<file path="config.mk">
export PLATFORM = sky130hd
export DESIGN_NAME = qpi_line_xfer
export DESIGN_NICKNAME = d
export VERILOG_FILES = /design/src/rtl/qpi_line_pkg.sv /design/src/rtl/qpi_line_watchdog.sv /design/src/rtl/qpi_line_xfer.sv
export SDC_FILE = /design/constraint.sdc
export NUM_CORES = 1
export LEC_CHECK = 0
export ABC_AREA = 1
export ABC_CLOCK_PERIOD_IN_PS = 2400
export CAP_MARGIN = 20
export CORE_UTILIZATION = 30
export DETAILED_ROUTE_END_ITERATION = 10
export HOLD_SLACK_MARGIN = 0.06
export PLACE_DENSITY = 0.87
export SLEW_MARGIN = 20
export SYNTH_ARGS = -nofsm -noshare
export SYNTH_HDL_FRONTEND = slang
export SYNTH_SLANG_ARGS = --single-unit
</file>
<file path="constraint.sdc">
create_clock -name clk -period 2.4 [get_ports clk]
set_clock_uncertainty 0.05 [all_clocks]
set_input_delay 0.48 -clock clk [delete_from_list [all_inputs] [get_ports clk]]
set_output_delay 0.48 -clock clk [all_outputs]
set_load 0.01 [all_outputs]
</file>
<file path="src/rtl/qpi_line_pkg.sv">
// Shared types and constants for the QPI cache-line transfer engine.
package qpi_line_pkg;

  localparam int QPI_AW             = 25;
  localparam int QPI_DW             = 32;
  localparam int LINE_WORDS_DEFAULT = 8;

  typedef enum logic [1:0] {
    ST_IDLE,
    ST_WAIT_IDLE,
    ST_XFER,
    ST_DONE
  } xfer_state_t;

  // Clears the word-index and byte-offset bits so the address names the line start.
  function automatic logic [QPI_AW-1:0] line_base(input logic [QPI_AW-1:0] addr,
                                                  input int idx_w);
    logic [QPI_AW-1:0] mask;
    mask = {QPI_AW{1'b1}} << (idx_w + 2);
    return addr & mask;
  endfunction

endpackage

</file>
<file path="src/rtl/qpi_line_watchdog.sv">
// Counts active cycles since the last kick and flags expiry after TIMEOUT_CYCLES.
module qpi_line_watchdog #(
  parameter int TIMEOUT_CYCLES = 1024
) (
  input  logic clk,
  input  logic rst,
  input  logic i_active,
  input  logic i_kick,
  output logic o_expire
);

  localparam int              CW    = $clog2(TIMEOUT_CYCLES + 1);
  localparam logic [CW-1:0]   LIMIT = CW'(TIMEOUT_CYCLES - 1);

  logic [CW-1:0] r_count;

  // Restarts whenever the burst is inactive, progresses, or has just expired.
  always_ff @(posedge clk) begin
    if (rst || !i_active || i_kick || o_expire) begin
      r_count <= '0;
    end else begin
      r_count <= r_count + 1'b1;
    end
  end

  assign o_expire = i_active && !i_kick && (r_count == LIMIT);

endmodule

</file>
<file path="src/rtl/qpi_line_xfer.sv">
// Moves one cache line between the cache and a QPI master, as refill or writeback.
// Optional watchdog abort is enabled by defining QPI_LINE_XFER_TIMEOUT_EN.
module qpi_line_xfer
  import qpi_line_pkg::*;
#(
  parameter int LINE_WORDS     = LINE_WORDS_DEFAULT,
  parameter int TIMEOUT_CYCLES = 1024
) (
  input  logic                          clk,
  input  logic                          rst,
  input  logic                          i_req_valid,
  output logic                          o_req_ready,
  input  logic                          i_req_write,
  input  logic [QPI_AW-1:0]             i_req_addr,
  output logic [$clog2(LINE_WORDS)-1:0] o_wb_idx,
  input  logic [QPI_DW-1:0]             i_wb_data,
  output logic                          o_fill_valid,
  output logic [$clog2(LINE_WORDS)-1:0] o_fill_idx,
  output logic [QPI_DW-1:0]             o_fill_data,
  output logic                          o_done,
  output logic                          o_err,
  output logic                          o_qpi_do_read,
  output logic                          o_qpi_do_write,
  output logic [QPI_AW-1:0]             o_qpi_addr,
  output logic [QPI_DW-1:0]             o_qpi_wdata,
  input  logic [QPI_DW-1:0]             i_qpi_rdata,
  input  logic                          i_qpi_next_word,
  input  logic                          i_qpi_is_idle
);

  localparam int               IDX_W    = $clog2(LINE_WORDS);
  localparam logic [IDX_W-1:0] LAST_IDX = IDX_W'(LINE_WORDS - 1);

  if ((LINE_WORDS < 2) || (LINE_WORDS > 32) || ((LINE_WORDS & (LINE_WORDS - 1)) != 0)
      || (TIMEOUT_CYCLES < 1)) begin : g_param_check
    $error("qpi_line_xfer: illegal LINE_WORDS or TIMEOUT_CYCLES");
  end

  xfer_state_t       r_state, w_state_nxt;
  logic [IDX_W-1:0]  r_cnt, w_cnt_nxt;
  logic              r_write, w_write_nxt;
  logic [QPI_AW-1:0] r_addr, w_addr_nxt;
  logic              r_do_read, w_do_read_nxt;
  logic              r_do_write, w_do_write_nxt;
  logic              w_in_xfer;
  logic              w_beat;
  logic              w_last_beat;
  logic              w_timeout;

  assign w_in_xfer   = (r_state == ST_XFER);
  assign w_beat      = w_in_xfer && i_qpi_next_word;
  assign w_last_beat = w_beat && (r_cnt == LAST_IDX);

`ifdef QPI_LINE_XFER_TIMEOUT_EN
  qpi_line_watchdog #(
    .TIMEOUT_CYCLES(TIMEOUT_CYCLES)
  ) u_watchdog (
    .clk      (clk),
    .rst      (rst),
    .i_active (w_in_xfer),
    .i_kick   (i_qpi_next_word),
    .o_expire (w_timeout)
  );
`else
  assign w_timeout = 1'b0;
`endif

  always_ff @(posedge clk) begin
    if (rst) begin
      r_state    <= ST_IDLE;
      r_cnt      <= '0;
      r_write    <= 1'b0;
      r_addr     <= '0;
      r_do_read  <= 1'b0;
      r_do_write <= 1'b0;
    end else begin
      r_state    <= w_state_nxt;
      r_cnt      <= w_cnt_nxt;
      r_write    <= w_write_nxt;
      r_addr     <= w_addr_nxt;
      r_do_read  <= w_do_read_nxt;
      r_do_write <= w_do_write_nxt;
    end
  end

  // The do_* strobes are registered, so they change one cycle after the decision here.
  always_comb begin
    w_state_nxt    = r_state;
    w_cnt_nxt      = r_cnt;
    w_write_nxt    = r_write;
    w_addr_nxt     = r_addr;
    w_do_read_nxt  = r_do_read;
    w_do_write_nxt = r_do_write;
    case (r_state)
      ST_IDLE: begin
        if (i_req_valid) begin
          w_state_nxt = ST_WAIT_IDLE;
          w_write_nxt = i_req_write;
          w_addr_nxt  = line_base(i_req_addr, IDX_W);
          w_cnt_nxt   = '0;
        end
      end
      ST_WAIT_IDLE: begin
        if (i_qpi_is_idle) begin
          w_state_nxt    = ST_XFER;
          w_do_read_nxt  = !r_write;
          w_do_write_nxt = r_write;
        end
      end
      ST_XFER: begin
        if (w_timeout) begin
          w_state_nxt    = ST_IDLE;
          w_do_read_nxt  = 1'b0;
          w_do_write_nxt = 1'b0;
        end else if (w_last_beat) begin
          w_state_nxt    = ST_DONE;
          w_do_read_nxt  = 1'b0;
          w_do_write_nxt = 1'b0;
        end else if (w_beat) begin
          w_cnt_nxt = r_cnt + 1'b1;
        end
      end
      ST_DONE: begin
        w_state_nxt = ST_IDLE;
      end
      default: begin
        w_state_nxt = ST_IDLE;
      end
    endcase
  end

  assign o_req_ready    = (r_state == ST_IDLE);
  assign o_done         = (r_state == ST_DONE);
  assign o_err          = w_timeout;
  assign o_wb_idx       = r_cnt;
  assign o_qpi_wdata    = i_wb_data;
  assign o_qpi_addr     = r_addr;
  assign o_qpi_do_read  = r_do_read;
  assign o_qpi_do_write = r_do_write;
  assign o_fill_valid   = w_beat && !r_write;
  assign o_fill_idx     = r_cnt;
  assign o_fill_data    = i_qpi_rdata;

endmodule

</file>
Word level (Yosys, flattened, before mapping)
Index checks and enable logic that the tools add are counted.

Divide/modulo/power cells: 0. $mul: 0. Shift operators: 0. Multiplexer cells: 13. Reduce and logical (&&, ||, !) cells: 11. $lt $le $gt $ge: 0. $add $sub $neg: 1. Equality and inequality tests: 9. Bitwise logic cells: 0.

Operators with widths (number): 3-bit two-way mux (3); 2-bit one-hot mux with 4 select lines (1); 2-bit two-way mux (3); 2-bit inequality test (second input constant) (3); 3-bit one-hot mux with 2 select lines (1); 3-bit AND reduction (2); 2-bit == test (second input constant) (2); 2-bit by 1-bit inequality test with 1-bit output (second input constant) (2); 1-bit one-hot mux with 2 select lines (2); 4-bit AND reduction (1); 2-bit nonzero test (2); 3-bit by 1-bit adder with 3-bit output (second input constant) (1); 3-bit == test (second input constant) (1); 1-bit logical AND (3); 1-bit two-way mux (3); 2-bit by 1-bit == test with 1-bit output (second input constant) (1); 2-bit zero test (1); 2-bit AND reduction (1); 1-bit zero test (1).

Input bits: 95. Latch bits: 0. Memories: 0. Word-level logic and storage cells: 40. Flip-flop bits (word level): 28. Memory bits (writable): 0. Memory bits (read-only): 0.

Depth between registers and ports, before layout
Gate-level depths: netlist (run 1).

Depth after elaboration: 5. Depth in mapped cells: 9.

Least setup slack after synthesis (run 1)
No wires, ideal clock.

Kind: register -> output. Start: register r_state[0]. End: output o_fill_valid. Data required time: 1.870 ns. Cell stages (with the launch flop): 6. Arrival: 0.985 ns. Slack: 0.885 ns. Path through: dfxtp_1 inv_1 ha_1 buf_6 inv_2 nor3_1.

Word-level cells in the longest chain between the ends: 3.

Ends and longest elaborated chain: start, declared (line qpi_line_xfer.sv:39) `xfer_state_t r_state, w_state_nxt;`; start signal, assigned (line qpi_line_xfer.sv:77) `r_state <= w_state_nxt;`; 2-bit == test (line qpi_line_xfer.sv:50) `assign w_in_xfer = (r_state == ST_XFER);`; 1-bit logical AND (line qpi_line_xfer.sv:51) `assign w_beat = w_in_xfer && i_qpi_next_word;`; 1-bit logical AND (line qpi_line_xfer.sv:140) `assign o_fill_valid = w_beat && !r_write;`; end, declared (line qpi_line_xfer.sv:17) `output logic o_fill_valid,`.

Every way passes these cells.

Final worst setup path (run 1)
Start: input i_qpi_next_word. End: output o_fill_valid.

Word-level cells in the longest chain between the ends: 2.

Ends and longest elaborated chain: start, declared (line qpi_line_xfer.sv:27) `input logic i_qpi_next_word,`; 1-bit logical AND (line qpi_line_xfer.sv:51); 1-bit logical AND (line qpi_line_xfer.sv:140).

Every way passes these cells.

==> results.sh, run 1 <==
export IMPL_initial_core_util_pct=31.4
export IMPL_reg2reg_depth=6
export IMPL_grt_pass1_vias=1317
export IMPL_async_reset_ff_share_pct=0
export IMPL_cts_buffers=3
export IMPL_core_area_mm2=0.00557
export IMPL_yosys_register_bits=28
export IMPL_holdBufCountCts=0
export IMPL_path_max_fanout=2
export IMPL_syn_instance_count=238
export IMPL_finalPower_mw=2.11
export IMPL_arrival_ns=1.78
export IMPL_n_antenna_cell=0
export IMPL_routedWlPerCell_um=11.9
export IMPL_crit_required_ns=1.87
export IMPL_r2r_start="r_state[1]"
export IMPL_drive_gt1_share_pct=3.98
export IMPL_drc=0
export IMPL_rsz0062_at_grt="no"
export IMPL_fin_ws_ns=0.0927
export IMPL_slew_headroom_pct=61.5
export IMPL_setup_viol=0
export IMPL_synth_area_per_cell_um2=7.35
export IMPL_drtIter0Drc=44
export IMPL_p_leak_nw=0.824
export IMPL_hold_path_startpoint="o_qpi_addr[21]"
export IMPL_final_setup_tns_ns=0
export IMPL_synth_edf_count=0
export IMPL_gp_congestion=0.758
export IMPL_avgViaCountPerCell=4.31
export IMPL_whs_path_depth=2
export IMPL_finalHoldViolations=0
export IMPL_grt_pass1_wl_um=5720
export IMPL_min_path_type="flip-flop to flip-flop"
export IMPL_yosys_most_used_dff="dfxtp_1"
export IMPL_cts_max_path_buffers=2
export IMPL_num_rows=27
export IMPL_final_core_util_pct=34.6
export IMPL_status="finished, final reports clean"
export IMPL_critPathLaunchType="input pin"
export IMPL_grt_max_degree=21
export IMPL_tightest_slew_ns=0.575
export IMPL_area_delta_synth_final_pct=10.3
export IMPL_antenna_found_initial=0
export IMPL_synth_distinct_cells=19
export IMPL_r2r_end="o_fill_idx[0]"
export IMPL_ant_nets=0
export IMPL_finalMaxSlewViolations=0
export IMPL_timing_fmax_ghz=0.433
export IMPL_endpoint_kind="primary output"
export IMPL_gr_total_overflow=0
export IMPL_ys_seq_area_share_pct=32.0
export IMPL_ys_warn_count=0
export IMPL_clock_latency_ns=0.28
export IMPL_worst_setup_path_type="input pin to primary output"
export IMPL_pre_cts_slack_ns=0.116
export IMPL_track_usage_pct=12.0
export IMPL_drv_cap=0
export IMPL_die_area_mm2=0.00614
export IMPL_drtPass1Iterations=4
export IMPL_via_count=1283
export IMPL_rrSetupSlack_ns=0.54
export IMPL_die_h_um=78.4
export IMPL_cts_root_buf="clkbuf_8"
export IMPL_hold_end="o_qpi_addr[21]"
export IMPL_cts_tree="yes"
export IMPL_ir_drop_mv=0.433
export IMPL_hpwlAfterDp_um=2720
export IMPL_postCtsSetupBuffers=0
export IMPL_die_w_um=78.4
export IMPL_clock_sinks=28
export IMPL_io_pins=196
export IMPL_finalCriticalPeriod_ns=2.31
export IMPL_clkSlewWorstSetupHoldPaths_ns=0.10
export IMPL_port_buffer_count=56
export IMPL_period_share_pct=96.1
export IMPL_h_tree_depth=1
export IMPL_synth_area_mm2=0.00175
export IMPL_nets=329
export IMPL_drt_wl_total_um=3550
export IMPL_power_density_mw_per_mm2=1100
## area by class of cell
cell class | count | area (um2)
multi-input cells | 121 | 573
flip-flops and latches | 28 | 561
well taps | 72 | 90.1
clock inverters | 1 | 30.0
clock buffers | 3 | 41.3
repair buffers | 59 | 583
fillers | 576 | 3640
inverters | 14 | 52.6
## cell families (layout without fill, tap and decap cells)
logic type	after synthesis	after routing	synth area share, %
flip-flops	28	28	32.0
adder cells (fa/ha/maj)	7	7	5.00
buffers and inverters	94	77	37.0
AO/OA/AOI/OAI	26	26	7.43
other	1	6	0.214
AND/OR/NAND/NOR	82	82	18.3
## layer usage
layer	part of all wire, %	wire [um]	track usage [%]
met1	36	1280	10.5
met5	0	0	0
met4	3.4	119	7.59
met3	11	403	4.88
met2	49	1750	22.5
## where the power goes
part           leakage [nW]  switching [mW]  internal, mW
combinational         0.557           0.525         0.510
sequential            0.232          0.0918         0.609
clock                0.0357           0.156         0.223
total                 0.824           0.772          1.34
## synthesized netlist by cell type, drive strengths merged (3+ instances only)
cell / count / share of area [%]
buf: 77 / 33
nor2: 53 / 11
dfxtp: 28 / 32
o21ai: 22 / 6.3
nand2: 21 / 4.5
inv: 13 / 2.8
ha: 7 / 5.0
nand3: 5 / 1.4
a21oi: 4 / 1.1
clkbuf: 3 / 0.79
## registers in the layout, indices dropped and copies added, names as in the netlist
signal	cells
o_qpi_addr	20
o_fill_idx	3
r_state	2
o_qpi_do_read	1
o_qpi_do_write	1
r_write	1
## per-stage QoR
stage               cells  instance area, um2  hold slack [ns]
finish                298                1930            0.441
global route          298                1930            0.471
CTS                   298                1920            0.446
detailed placement    294                1850            0.422
global placement      294                1850            0.411
floorplan             243                1770            0.409
## worst max-delay path by stage
stage | start | end | slack [ns]
2_1_floorplan | r_state[0] | o_fill_valid | 0.89
3_3_place_gp | i_qpi_next_word | o_fill_valid | 0.15
3_5_place_dp | i_qpi_next_word | o_fill_valid | 0.12
4_1_cts | r_state[0] | o_fill_valid | 0.002
5_1_grt | i_qpi_next_word | o_fill_valid | 0.004
6_report | i_qpi_next_word | o_fill_valid | 0.09
## cell usage in the layout (no fill, tap or decap)
| cell type | count |
|---|---|
| bufinv_16 | 1 |
| buf_4 | 3 |
| inv_1 | 12 |
| or2_0 | 1 |
| nor3_1 | 1 |
| ha_4 | 1 |
| ha_1 | 6 |
| nand2_1 | 21 |
| clkbuf_8 | 3 |
| inv_2 | 1 |
| clkdlybuf4s50_1 | 56 |
| nand4_1 | 1 |
| a21oi_1 | 4 |
| nor2_1 | 53 |
| o21ai_0 | 21 |
| conb_1 | 6 |
| dfxtp_1 | 28 |
| nand3_1 | 5 |
| o21ai_1 | 1 |
| clkinv_1 | 1 |
## repair_timing
action	CTS	global route
endpoints found under the setup margin	0	1
endpoints found under the hold margin	0	0
resized for setup	0	2
## critical path, cell delays in order
cell and delay (ns):
clkdlybuf4s50_1 0.50, inv_1 0.07, nor3_1 0.17, clkdlybuf4s50_1 0.56
No activity file was read; power rests on OpenSTA's default activity.
==> run 2, diff against run 1 <==
CTS_CLUSTER_SIZE = 28   (was unset)
==> results of run 2 <==
No change in the layout: final DEF, timing and power equal those of run 1.
==> run 3, diff against run 2 <==
ABC_CLOCK_PERIOD_IN_PS = 2100   (was 2400)
CORE_UTILIZATION = 25   (was 30)
PLACE_DENSITY = 0.77   (was 0.87)
clock period = 2.1 ns   (was 2.4 ns; I/O delays follow)
==> run 3 against run 2 <==
  * Total power grew 9.8%
  * Sequential share of layout area is 0.33 points lower
  * Critical path type is now flip-flop to primary output
  * Critical path depth shrank 1
  * Register-to-register slack better by 0.03 ns
  * First-iteration DRC count is 55% lower
  * Sequential power is 14% higher
  * Flip-flop and latch count stayed put
  * Setup slack worse by 0.00095 ns
  * Critical endpoint is now o_req_ready
  * Largest power group unchanged
  * Routed wire length shrank 6.6%
  * Clock power fell by 9.8%
  * Die area grew 19%
  * Non-clock buffer count up 3
==> results.sh, run 3 (same netlist as run 1, synthesis figures left out) <==
export IMPL_status="finished, final reports clean"
export IMPL_drt_wl_total_um=3320
export IMPL_core_area_mm2=0.00679
export IMPL_avgViaCountPerCell=4.02
export IMPL_antenna_found_initial=0
export IMPL_nets=332
export IMPL_grt_pass1_vias=1187
export IMPL_rsz0062_at_grt="no"
export IMPL_drtPass1Iterations=4
export IMPL_worst_setup_path_type="flip-flop to primary output"
export IMPL_largest_register_ffs=20
export IMPL_cpMaxStageDelayCell="clkdlybuf4s50_1"
export IMPL_die_w_um=85.7
export IMPL_finalHoldViolations=0
export IMPL_finalMaxSlewViolations=0
export IMPL_clkSlewWorstSetupHoldPaths_ns=0.09
export IMPL_clock_latency_ns=0.27
export IMPL_area_delta_synth_final_pct=11.6
export IMPL_n_antenna_cell=0
export IMPL_endpoint_kind="primary output"
export IMPL_port_buffer_count=56
export IMPL_hold_path_startpoint="o_qpi_addr[23]"
export IMPL_switchingPower_mw=0.869
export IMPL_initial_core_util_pct=25.8
export IMPL_num_rows=30
export IMPL_p_leak_nw=0.836
export IMPL_drc=0
export IMPL_gp_congestion=0.758
export IMPL_cts_root_buf="clkbuf_8"
export IMPL_r2r_start="r_state[0]"
export IMPL_die_area_mm2=0.00734
export IMPL_layout_commonest_cell="clkdlybuf4s50_1"
export IMPL_min_path_type="flip-flop to flip-flop"
export IMPL_routedWlPerCell_um=10.2
export IMPL_crit_required_ns=1.63
export IMPL_cts_tree="yes"
export IMPL_power_density_mw_per_mm2=1190
export IMPL_clkPwrFrac_pct=14.7
export IMPL_final_cells=325
export IMPL_finalCriticalPeriod_ns=2.01
export IMPL_seq_power_share_pct=34.2
export IMPL_cts_buffers=3
export IMPL_drv_cap=0
export IMPL_switching_share_pct=37.4
export IMPL_critical_path_buf_inv_count=2
export IMPL_critPathLaunchType="flip-flop"
export IMPL_whs_path_depth=2
export IMPL_ant_nets=0
export IMPL_clock_sinks=28
export IMPL_via_count=1306
export IMPL_arrival_ns=1.54
export IMPL_crit_path_max_incr_delay_ns=0.56
export IMPL_cts_max_path_buffers=2
export IMPL_path_max_fanout=4
export IMPL_hpwlAfterDp_um=2530
export IMPL_postCtsSetupBuffers=0
export IMPL_final_core_util_pct=28.7
export IMPL_combPwrFrac_pct=51.1
export IMPL_final_cell_mix="55 x clkdlybuf4s50_1, 53 x nor2_1, 28 x dfxtp_1"
export IMPL_gr_total_overflow=0
export IMPL_track_usage_pct=9.25
export IMPL_grt_pass1_wl_um=5420
export IMPL_critical_path_top_delay_family="buffers and inverters"
export IMPL_period_share_pct=95.6
export IMPL_startpoint="r_state[0]"
export IMPL_crit_chain="inv_1, ha_1, clkdlybuf4s50_1"
export IMPL_reg2reg_depth=7
export IMPL_ir_drop_mv=0.434
export IMPL_final_setup_tns_ns=0
export IMPL_holdBufCountCts=0
export IMPL_drtIter0Drc=20
export IMPL_grt_max_degree=29
export IMPL_timing_fmax_ghz=0.498
export IMPL_cp_num_cells=3
export IMPL_drive_gt1_share_pct=4.80
export IMPL_io_pins=196
export IMPL_internal_power_mw=1.45
export IMPL_setup_viol=0
export IMPL_placed_cells=321
export IMPL_h_tree_depth=1
export IMPL_die_h_um=85.7
-- run 3: area by class of cell --
cell class	instances	area, um2
fillers	744	4840
clock buffers	4	55.1
flip-flops and latches	28	561
inverters	14	52.6
repair buffers	62	604
multi-input cells	121	561
well taps	96	120
-- run 3: power groups by stage --
stage | clock network (mW) | registers, mW | logic (mW)
final | 0.342 | 0.795 | 1.19
after global routing | 0.390 | 0.822 | 1.34
after CTS | 0.365 | 0.799 | 1.21
after detailed placement | 0 | 0.812 | 1.21
after global placement | 0 | 0.804 | 1.18
after floorplan | 0 | 0.863 | 0.781
-- run 3: worst register-to-register path, cell delays in order (launching register included) --
cell,delay (ns)
dfxtp_1,0.34
inv_1,0.12
ha_1,0.25
nand2_1,0.12
inv_1,0.25
buf_4,0.22
nor2_1,0.05
nor2_1,0.09
-- run 3: layer usage --
layer	GRT usage [%]	routed length, um
met5	0	0
met4	3.94	82
met3	3.85	259
met2	16.2	1600
met1	9.75	1370
-- run 3: what timing repair did --
item	in CTS	in global routing
endpoints found under the setup margin	1	0
gates resized for setup	1	0
hold endpoints to repair	0	0
-- run 3: path summary, 6_finish.rpt --
check	to	slack, ns
worst min register to register	o_qpi_addr[23]	0.44
worst max-delay path	o_req_ready	0.09
worst min-delay path	o_qpi_addr[23]	0.44
worst max register to register	o_qpi_addr[18]	0.57
-- run 3: metrics by stage --
stage | cell area, um2 | setup WS (ns) | hold WS [ns] | power [mW]
floorplan | 1770 | 0.645 | 0.409 | 1.64
global placement | 1900 | -0.0308 | 0.414 | 1.98
detailed placement | 1900 | -0.0522 | 0.426 | 2.02
CTS | 1950 | 0.0781 | 0.446 | 2.37
global route | 1950 | 0.000324 | 0.468 | 2.55
finish | 1950 | 0.0917 | 0.442 | 2.32
